[config.mk]
export PLATFORM = sky130hd
export DESIGN_NAME = fifo_buffer
export DESIGN_NICKNAME = d
export VERILOG_FILES = /design/src/rtl/fifo_buffer_pkg.sv /design/src/rtl/fifo_buffer_ptr.sv /design/src/rtl/fifo_buffer.sv
export SDC_FILE = /design/constraint.sdc
export NUM_CORES = 1
export LEC_CHECK = 0
export CAP_MARGIN = 10
export CORE_MARGIN = 3
export CORE_UTILIZATION = 46
export DETAILED_ROUTE_END_ITERATION = 12
export GPL_ROUTABILITY_DRIVEN = 0
export PLACE_DENSITY = 0.8
export SYNTH_ARGS = -nofsm -noshare
export SYNTH_HDL_FRONTEND = slang
export SYNTH_HIERARCHICAL = 1
export SYNTH_SLANG_ARGS = --single-unit
[constraint.sdc]
create_clock -name clk -period 1.8 [get_ports clk]
set_input_delay 0.36 -clock clk [delete_from_list [all_inputs] [get_ports clk]]
set_output_delay 0.36 -clock clk [all_outputs]
set_load 0.1 [all_outputs]
[src/rtl/fifo_buffer_pkg.sv]
// ============================================================================
// Module   : fifo_buffer_pkg
// Purpose  : Shared constants, pointer-width helper and depth check for the
//            fifo_buffer storage element.
// Revision : 1.0 - initial release
// ============================================================================
`default_nettype none

package fifo_buffer_pkg;

  localparam int unsigned DEFAULT_WIDTH = 8;
  localparam int unsigned DEFAULT_DEPTH = 4;

  // Pointer width; never below one bit so that DEPTH=2 still yields a usable
  // index vector.
  function automatic int unsigned ptr_width(input int unsigned depth);
    return (depth <= 2) ? 1 : $clog2(depth);
  endfunction

  // True for powers of two of at least 2; pointer wrap relies on this.
  function automatic bit is_pow2(input int unsigned v);
    return (v >= 2) && ((v & (v - 1)) == 0);
  endfunction

endpackage

// Elaboration-time rejection of unsupported depths.
`ifndef FIFO_BUFFER_CHECK_DEPTH
`define FIFO_BUFFER_CHECK_DEPTH(D) \
  if (!fifo_buffer_pkg::is_pow2(D)) begin : g_depth_check \
    $error("fifo_buffer: DEPTH must be a power of two >= 2"); \
  end
`endif

`default_nettype wire

[src/rtl/fifo_buffer_ptr.sv]
// ============================================================================
// Module   : fifo_buffer_ptr
// Purpose  : Wrap-around pointer register with increment enable and
//            synchronous clear. Wraps naturally at 2**W.
// Revision : 1.0 - initial release
// ============================================================================
`default_nettype none

module fifo_buffer_ptr #(
  parameter int unsigned W = 2
) (
  input  logic         clk,
  input  logic         rst_n,
  input  logic         clr_i,
  input  logic         en_i,
  output logic [W-1:0] ptr_o
);

  logic [W-1:0] ptr_q;
  logic [W-1:0] ptr_d;

  // Next pointer: clear has priority over advance.
  always_comb begin
    ptr_d = ptr_q;
    if (clr_i) begin
      ptr_d = '0;
    end else if (en_i) begin
      ptr_d = ptr_q + W'(1);
    end
  end

  // Pointer register with asynchronous reset.
  always_ff @(posedge clk or negedge rst_n) begin
    if (!rst_n) begin
      ptr_q <= '0;
    end else begin
      ptr_q <= ptr_d;
    end
  end

  assign ptr_o = ptr_q;

endmodule

`default_nettype wire

[src/rtl/fifo_buffer.sv]
// ============================================================================
// Module   : fifo_buffer
// Purpose  : Synchronous first-word-fall-through FIFO, DEPTH x WIDTH, with
//            valid/ready handshakes, occupancy outputs and synchronous flush.
// Revision : 1.0 - initial release
// ============================================================================
`default_nettype none

module fifo_buffer
  import fifo_buffer_pkg::*;
#(
  parameter int unsigned WIDTH = DEFAULT_WIDTH,
  parameter int unsigned DEPTH = DEFAULT_DEPTH
) (
  input  logic                       clk,
  input  logic                       rst_n,
  input  logic                       flush,
  input  logic                       in_valid,
  output logic                       in_ready,
  input  logic [WIDTH-1:0]           in_data,
  output logic                       out_valid,
  input  logic                       out_ready,
  output logic [WIDTH-1:0]           out_data,
  output logic [$clog2(DEPTH+1)-1:0] count,
  output logic                       full,
  output logic                       empty
);

  localparam int unsigned PTR_W = ptr_width(DEPTH);
  localparam int unsigned CNT_W = $clog2(DEPTH + 1);

  `FIFO_BUFFER_CHECK_DEPTH(DEPTH)

  logic [WIDTH-1:0] mem_q [DEPTH];
  logic [PTR_W-1:0] wr_ptr;
  logic [PTR_W-1:0] rd_ptr;
  logic [CNT_W-1:0] count_q;
  logic [CNT_W-1:0] count_d;
  logic             w_push;
  logic             w_pop;

  // Status flags come from the registered count only.
  assign full      = (count_q == CNT_W'(DEPTH));
  assign empty     = (count_q == '0);
  assign count     = count_q;
  assign in_ready  = !full && !flush;
  assign out_valid = !empty;
  assign out_data  = mem_q[rd_ptr];

  // A pop during flush is discarded; push is already blocked by in_ready.
  assign w_push = in_valid && in_ready;
  assign w_pop  = out_valid && out_ready && !flush;

  fifo_buffer_ptr #(.W(PTR_W)) u_wr_ptr (
    .clk   (clk),
    .rst_n (rst_n),
    .clr_i (flush),
    .en_i  (w_push),
    .ptr_o (wr_ptr)
  );

  fifo_buffer_ptr #(.W(PTR_W)) u_rd_ptr (
    .clk   (clk),
    .rst_n (rst_n),
    .clr_i (flush),
    .en_i  (w_pop),
    .ptr_o (rd_ptr)
  );

  // Occupancy next state: unchanged when push and pop coincide.
  always_comb begin
    count_d = count_q;
    if (flush) begin
      count_d = '0;
    end else if (w_push && !w_pop) begin
      count_d = count_q + CNT_W'(1);
    end else if (w_pop && !w_push) begin
      count_d = count_q - CNT_W'(1);
    end
  end

  // Occupancy register with asynchronous reset.
  always_ff @(posedge clk or negedge rst_n) begin
    if (!rst_n) begin
      count_q <= '0;
    end else begin
      count_q <= count_d;
    end
  end

  // Storage array; contents are never reset or cleared.
  always_ff @(posedge clk) begin
    if (w_push) begin
      mem_q[wr_ptr] <= in_data;
    end
  end

endmodule

`default_nettype wire

; Yosys cells after proc, flatten, opt, wreduce, memory -nomap -nowiden
; Memories as Yosys holds them, arrays and structs flattened.
; Cells that the tools add are included.
[classes]
reduce_logical = 15
n_eq_ne = 1
add_sub_neg = 4
muxes = 9
[op_table]
columns = cell, count
row1 = $mux W3, 3
row2 = $mux W2, 4
row3 = $logic_and A1 B1 Y1, 6
row4 = $logic_not A1 Y1, 5
row5 = $add A2 B1 Y2 const B, 2
row6 = $reduce_bool A2 Y1, 2
row7 = $add A3 B1 Y3 const B, 1
row8 = $eq A3 B3 Y1 const B, 1
row9 = $logic_not A3 Y1, 1
row10 = $reduce_bool A3 Y1, 1
row11 = $sub A3 B1 Y3 const B, 1
row12 = $mux W1, 2
[word_totals]
n_memories = 1
out_inout_bits = 15
ramBits = 32
reg_bits = 7
in_bits = 13
[mem_list]
columns = memory, depth, width, read_ports, rd_ports_with_merged_regs, wr, line
row1 = mem_q, 4, 8, 1, 0, 1, fifo_buffer.sv:34  ; logic [WIDTH-1:0] mem_q [DEPTH];

; Logic depth before layout (Yosys ltp)
; Gate-level depths: netlist (run 1).
[logic_depth]
word_depth = 9
ltp_mapped = 8
depth_no_buf = 8

; By module
; Netlist (run 1), hierarchy kept.
[modules_own_cells]
columns = module, cells_each, area_per_inst_um2, n_inst
row1 = fifo_buffer, 75, 1460.2, 1
row2 = fifo_buffer_ptr, 7, 88.8, 2

; Least setup slack after synthesis (run 1)
; No wires, ideal clock.
[synth_path]
path_kind = flip-flop to flip-flop
startpoint = register count_q[2] (netlist: count[2])
endpoint = register count_q[2] (netlist: count[2])
t_arrival_ns = 3.604
setup_ns = 0.126
path_stages_with_launch = 9
required_time_ns = 1.674
setup_slack_ns = -1.930
n_path_buf = 0
cell_sequence = dfrtp_1 -> nor3b_4 -> nor2_4 -> nand2_4 -> nor2_1 -> fa_1 -> nor4_1 -> o21ai_0 -> nor3b_1
[synth_between]
word_cells_on_any_way = 18
cone_classes = add/sub: 2 / eq/ne: 1 / mux: 3 / reduce/logical: 12
[synth_rtl]
columns = item, line
row1 = from (decl), fifo_buffer.sv:37  ; logic [CNT_W-1:0] count_q;
row2 = from (signal assigned), fifo_buffer.sv:87  ; count_q <= count_d;
row3 = $eq A3 B3 Y1 (*), fifo_buffer.sv:43  ; assign full = (count_q == CNT_W'(DEPTH));
row4 = named net full, fifo_buffer.sv:25  ; output logic full,
row5 = $logic_not A1 Y1 (*), fifo_buffer.sv:46  ; assign in_ready = !full && !flush;
row6 = $logic_and A1 B1 Y1 (*), fifo_buffer.sv:46
row7 = named net in_ready, fifo_buffer.sv:19  ; output logic in_ready,
row8 = $logic_and A1 B1 Y1 (*), fifo_buffer.sv:51  ; assign w_push = in_valid && in_ready;
row9 = $logic_and A1 B1 Y1 or $logic_not A1 Y1 (tied branches), "fifo_buffer.sv:75, fifo_buffer.sv:77"
row10 = $mux W3 or $logic_and A1 B1 Y1 (tied branches), "fifo_buffer.sv:75, fifo_buffer.sv:77"
row11 = $mux W3 or $reduce_bool A3 Y1 (tied branches), --
; Mark *: on every way through the listed nets, which the timed path passes. The rest lies on a longest branch. The select of a mux whose other input is x is not followed.
; A chain may end at the register's enable or synchronous reset.

; Worst setup path after layout (run 1)
[layout_path]
startpoint = register u_rd_ptr.ptr_q[0] (netlist: u_rd_ptr/ptr_o[0])
endpoint = output port out_data[3]
[layout_between]
elab_chain_len = 1
[layout_lines]
columns = item, line
row1 = from (decl), fifo_buffer_ptr.sv:19  ; logic [W-1:0] ptr_q;
row2 = from (signal assigned), fifo_buffer_ptr.sv:37  ; ptr_q <= ptr_d;
row3 = $mem_v2 Z4 W8, --
row4 = to (decl), fifo_buffer.sv:23  ; output logic [WIDTH-1:0] out_data,
; Every way passes these cells.

==> flow_summary.json, run 1 <==
{
  "status": "finished, violations left",
  "violations": "negative setup slack",
  "syn_area_per_cell_um2": 18.4,
  "synthSimpleGateAreaFrac_pct": 8.94,
  "area_growth_pct": 51.4,
  "die_x_um": 65.7,
  "drtPass1Iterations": 4,
  "worstMarginPinSlew_ns": 0.431,
  "cts_tree": "built",
  "cp.arrival_ns": 1.63,
  "cts_buffers": 5,
  "cts.sinks": 39,
  "post-dp-hpwl_mm": 2.21,
  "timing.setup.tns_ns": -2.13,
  "clock_latency_ns": 0.34,
  "final_area_mm2": 0.00248,
  "drtAntennaViolNets": 0,
  "grt_pass1_vias": 1074,
  "portBuffers": 27,
  "holdWs_ns": 0.262,
  "initial_utilization_pct": 48.3,
  "antenna_found_initial": 0,
  "maxClockFrequency_mhz": 503,
  "synth_edf_count": 32,
  "synthTopCellsByArea": "edfxtp_1 59%, mux4_2 11%, dfrtp_1 11%, nor2_1 1.8%, xnor2_4 1.7%",
  "drv_slew": 0,
  "grt_max_degree": 14,
  "synth_flop_cell": "edfxtp_1",
  "hold_class": "in2async",
  "r2r_slack_ns": -0.11,
  "cp-end-kind": "primary output",
  "synthTopCellsByCount": "32 x edfxtp_1, 8 x mux4_2, 8 x nor2_1, 7 x dfrtp_1, 3 x inv_1",
  "p_leak_nw": 0.897,
  "setup_violations": 16,
  "cts-root-buf": "clkbuf_4",
  "dp_cells": 175,
  "nets": 156,
  "crit_chain": "buf_6 -> mux4_2 -> buf_12",
  "preCtsSetupSlack_ns": -0.263,
  "fin_crit_ns": 1.99,
  "design.core.area_mm2": 0.00339,
  "yosys_register_bits": 39,
  "via_count": 989,
  "yosysMostFrequentCell": "edfxtp_1",
  "fin_crit_sh_pct": 111,
  "ys_seq_area_share_pct": 69.4,
  "nFillCells": 195,
  "critical_path_class": "reg2out",
  "synth_area_leader_cell": "edfxtp_1",
  "synth_top_family_by_area": "multiplexers",
  "drcViolationCount": 0,
  "required_ns": 1.44,
  "critPathLaunchType": "register",
  "synth-compound-area-share_pct": 3.74,
  "die_area_mm2": 0.00431,
  "wl_per_cell_um": 18.0,
  "ioPinCount": 28,
  "grt.total_usage_pct": 17.5,
  "total_power_mw": 4.26,
  "synth_area_mm2": 0.00164,
  "clk_pin_slew_ns": 0.12,
  "max-cap-violations": 0,
  "yosysWarningCount": 6,
  "rsz0062_at_grt": "yes",
  "wl_mm": 3.41,
  "yosysTopAreaCellShare_pct": 58.7,
  "async_reset_ff_share_pct": 17.9,
  "placementRows": 21,
  "ctsLongestPathBuffers": 2,
  "critPathMaxFanout": 5,
  "setup_slack_ns": -0.190,
  "hold_viol": 0,
  "placed_area_mm2": 0.00226,
  "n_antenna_cell": 0,
  "fin_skew_ns": 0.00777,
  "slowest_stage": "mux4_2",
  "drive_above_1_share_pct": 53.8,
  "cts_max_level": 2,
  "synth-adder-area-share_pct": 1.22,
  "ir_worst_vdd_uv": 734,
  "critPathMaxStageDelay_ns": 0.54,
  "slew-limit-headroom_pct": 71.3,
  "die_h_um": 65.7,
  "drtIter0Drc": 37,
  "cts_hold_buf": 0,
  "overflow": 0,
  "p_per_area_mw_per_mm2": 1720,
  "post_synth_xor_area_fraction_pct": 2.75,
  "syn_nets": 103,
  "syn_inst": 89,
  "vias_per_cell": 5.23,
  "synthMuxAreaShare_pct": 12.4,
  "ys_types": 29,
  "layoutNonFillerInstCount": 189,
  "grt_pass1_wl_mm": 5.24,
  "utilization_pct": 73.2
}
-- state kept, by name, summed over array words and instances, names as in the netlist --
| register | flops |
|---|---|
| u_rd_ptr/ptr_o | 2 |
| mem_q | 32 |
| count | 3 |
| u_wr_ptr/ptr_o | 2 |
-- cell type report --
class | count | area, um2 | area share, %
Sequential cell | 39 | 1140 | 46.2
Clock inverter | 3 | 43.8 | 1.77
Tap cell | 46 | 57.6 | 2.32
Multi-Input combinational cell | 44 | 559 | 22.6
Timing Repair Buffer | 48 | 616 | 24.8
Clock buffer | 5 | 37.5 | 1.51
Inverter | 4 | 21.3 | 0.858
-- path summary, 6_finish.rpt --
path | endpoint | startpoint | depth (start not counted)
setup / recovery | out_data[3] | u_rd_ptr/ptr_o[0] | 3
hold / removal | count[2] | rst_n | 1
setup reg to reg | count[2] | count[0] | 8
hold reg to reg | u_wr_ptr/ptr_o[0] | u_wr_ptr/ptr_o[0] | 2
max in group asynchronous | count[0] | rst_n | 1
min in group clk | mem_q[2][4] | in_data[4] | 1
-- layer usage --
| metal | track usage (%) | wire length (um) |
|---|---|---|
| met5 | 0 | 0 |
| met4 | 8.03 | 36 |
| met3 | 4.62 | 98 |
| met2 | 31.5 | 1990 |
| met1 | 19.0 | 1280 |
-- power by group --
part / switching [mW] / internal, mW
Clock: 0.289 / 0.292
Sequential: 0.0647 / 1.07
Combinational: 1.49 / 1.05
Total: 1.85 / 2.41
-- critical path, delay by kind of cell, from the launching register on --
| family | cells | cell delay (ns) |
|---|---|---|
| flip-flops | 1 | 0.40 |
| multiplexers | 1 | 0.54 |
| buffers and inverters | 2 | 0.34 |
-- timing repair --
action                                  CTS  global route
cloned                                    0             0
endpoints found under the setup margin   14            30
pin swaps                                 7             9
gates resized for setup                  10            14
buffers inserted                          3             6
-- kinds of logic after synthesis --
group | count (synthesis)
simple gates | 23
fa+ha+maj | 1
xor+xnor | 3
buf+inv | 6
compound gates | 7
mux | 10
flops | 39
-- cells in the final DEF, fill, tap and decap left out, types with 4 or more instances in the layout --
cell type / count
buf_6: 10
mux4_2: 8
edfxtp_1: 32
nor2_1: 5
buf_4: 11
clkdlybuf4s50_1: 12
buf_12: 15
dfrtp_1: 4
clkbuf_4: 5
No activity file was read; power rests on OpenSTA's default activity.
==> run 2, diff against run 1 <==
Settings changed: CORE_UTILIZATION 46 to 47, SKIP_CTS_REPAIR_TIMING set to 1, SYNTH_HIERARCHICAL 1 to not set.
==> run 2 against run 1 <==
  * The run still ends with negative setup slack left
  * Sequential power about the same
  * Register-to-register slack worse by 0.14 ns
  * Combinational power is 19% lower
  * Critical path depth rose by 3
==> flow_summary.json, run 2 <==
{
  "utilization_pct": 70.8,
  "violations": "negative setup slack",
  "final_area_mm2": 0.00246,
  "synth_edf_count": 32,
  "design.core.area_mm2": 0.00347,
  "preCtsSetupSlack_ns": -0.505,
  "clock_latency_ns": 0.28,
  "crit_family": "compound AO/OA/AOI/OAI gates",
  "switching_share_pct": 42.3,
  "die_area_mm2": 0.00454,
  "layoutNonFillerInstCount": 195,
  "yosysTopAreaCellShare_pct": 54.2,
  "post-dp-hpwl_mm": 2.40,
  "pwr-share-seq_pct": 30.3,
  "critPathLaunchType": "register",
  "yosysMostFrequentCell": "edfxtp_1",
  "async_reset_ff_share_pct": 17.9,
  "use_met1_pct": 21.1,
  "ctsLongestPathBuffers": 2,
  "p_per_area_mw_per_mm2": 1530,
  "dp_cells": 185,
  "cp-end-kind": "register",
  "setup_slack_ns": -0.246,
  "placementRows": 21,
  "grt.total_usage_pct": 17.0,
  "final_common_cell": "edfxtp_1",
  "via_count": 1035,
  "crit_chain": "o31a_4 -> nor2b_4 -> fa_2 -> a311oi_2 -> o21ai_1 -> a211oi_2",
  "p_leak_nw": 0.900,
  "grt.busiest_layer": "met2",
  "cts_buffers": 5,
  "rsz0062_at_grt": "yes",
  "critical_path_class": "reg2reg",
  "drtAntennaViolNets": 0,
  "p_int_mw": 2.17,
  "syn_inst": 107,
  "grt_pass1_wl_mm": 5.44,
  "hold_class": "in2async",
  "synth_area_mm2": 0.00177,
  "syn_area_per_cell_um2": 16.6,
  "synth_flop_cell": "edfxtp_1",
  "portBuffers": 27,
  "grt_pass1_vias": 1109,
  "die_h_um": 67.4,
  "met2_usage_pct": 28.0,
  "clk_pin_slew_ns": 0.07,
  "ys_seq_area_share_pct": 64.1,
  "top_register": "mem_q",
  "cp.arrival_ns": 2.24,
  "nets": 166,
  "status": "finished, violations left",
  "layout_common_cells": "32 x edfxtp_1, 16 x buf_12, 11 x clkdlybuf4s50_1, 11 x buf_4, 8 x mux4_2",
  "cts.sinks": 39,
  "hold_viol": 0,
  "critPathMaxStageDelay_ns": 0.46,
  "ioPinCount": 28,
  "clkPwrFrac_pct": 14.6,
  "fin_skew_ns": 0.00116,
  "synthTopCellsByArea": "edfxtp_1 54%, mux4_2 10%, dfrtp_1 9.9%, ha_1 2.8%, xnor2_1 1.5%",
  "worstMarginPinSlew_ns": 0.432,
  "multi_input_area_um2": 601,
  "power_switching_mw": 1.59,
  "slew-limit-headroom_pct": 71.2,
  "critPathMaxFanout": 4,
  "cts-root-buf": "clkbuf_8",
  "antenna_found_initial": 0,
  "drtPass1Iterations": 4,
  "slowest_stage": "dfrtp_2",
  "fin_crit_ns": 2.05,
  "n_antenna_cell": 0,
  "yosysWarningCount": 0,
  "drv_slew": 0,
  "overflow": 0,
  "maxClockFrequency_mhz": 489,
  "grt_use_met3_pct": 4.83,
  "wl_per_cell_um": 17.7,
  "ir_worst_vdd_uv": 919,
  "wl_mm": 3.45,
  "yosys_register_bits": 39,
  "largest_reg_flops": 32,
  "initial_utilization_pct": 51.1,
  "grt_max_degree": 16,
  "area_growth_pct": 38.6,
  "synth_area_leader_cell": "edfxtp_1",
  "required_ns": 1.99,
  "synthTopCellsByCount": "32 x edfxtp_1, 8 x mux4_2, 7 x dfrtp_1, 6 x inv_1",
  "setup_violations": 12,
  "die_x_um": 67.4,
  "seqCellArea_mm2": 0.00114,
  "syn_nets": 125,
  "combPwrFrac_pct": 55.1,
  "cts_tree": "built",
  "vias_per_cell": 5.31,
  "drtIter0Drc": 34,
  "fin_crit_sh_pct": 114,
  "cts_max_level": 2,
  "ys_types": 38,
  "drcViolationCount": 0,
  "max-cap-violations": 0,
  "placed_area_mm2": 0.00233,
  "drive_above_1_share_pct": 44.3,
  "nFillCells": 236,
  "cp_num_buf_inv": 0
}
==> run 2: per-layer routing <==
layer / vias to the layer above / routed length, um / part of all wire, %
li1: 484 / - / -
met1: 524 / 1450 / 42
met2: 22 / 1820 / 53
met3: 5 / 140 / 4.1
met4: 0 / 39 / 1.1
met5: - / 0 / 0
==> run 2: cells by family after synthesis <==
logic type               count (synthesis)  synth area share (%)
AO/OA/AOI/OAI                           14                  6.92
XOR/XNOR                                 4                  1.98
adder cells (fa/ha/maj)                  5                  3.95
buffers and inverters                   13                  4.02
flip-flops                              39                  64.1
multiplexers                            10                  11.6
AND/OR/NAND/NOR                         22                  7.41
==> run 2: layout make-up <==
| class | instances | area share, % |
|---|---|---|
| sequential | 39 | 46.5 |
| multi-input combinational | 55 | 24.5 |
| inverter | 6 | 1.07 |
| clock inverter | 1 | 0.204 |
| clock buffer | 7 | 3.11 |
| tap | 46 | 2.34 |
| timing repair buffer | 41 | 22.3 |
==> run 2: metrics by stage <==
step	hold slack [ns]	TNS [ns]	power [mW]
detailed placement	0.598	-0.896	3.16
finish	0.345	-1.66	3.76
CTS	0.350	-2.25	3.70
global placement	0.594	-0.764	3.12
global route	0.343	-2.35	3.90
floorplan	0.0644	-14.10	2.43
==> run 2: path summary, 6_finish.rpt <==
| kind | from | endpoint | slack, ns | depth (start not counted) |
|---|---|---|---|---|
| worst max register to register | count[1] | count[1] | -0.25 | 6 |
| worst min-delay path | rst_n | u_rd_ptr.ptr_o[1] | 0.34 | 1 |
| worst min register to register | u_wr_ptr.ptr_o[0] | u_wr_ptr.ptr_o[0] | 0.61 | 2 |
| max in group asynchronous | rst_n | count[0] | 1.17 | 1 |
| worst max-delay path | count[1] | count[1] | -0.25 | 6 |
| min in group clk | flush | count[2] | 0.49 | 3 |
==> run 2: power groups by stage <==
stage / combinational, mW / clock (mW) / sequential [mW]
4_1_cts: 2.01 / 0.558 / 1.13
3_3_place_gp: 1.97 / 0 / 1.15
6_report: 2.07 / 0.549 / 1.14
3_5_place_dp: 2.00 / 0 / 1.15
2_1_floorplan: 1.17 / 0 / 1.26
5_1_grt: 2.16 / 0.599 / 1.15
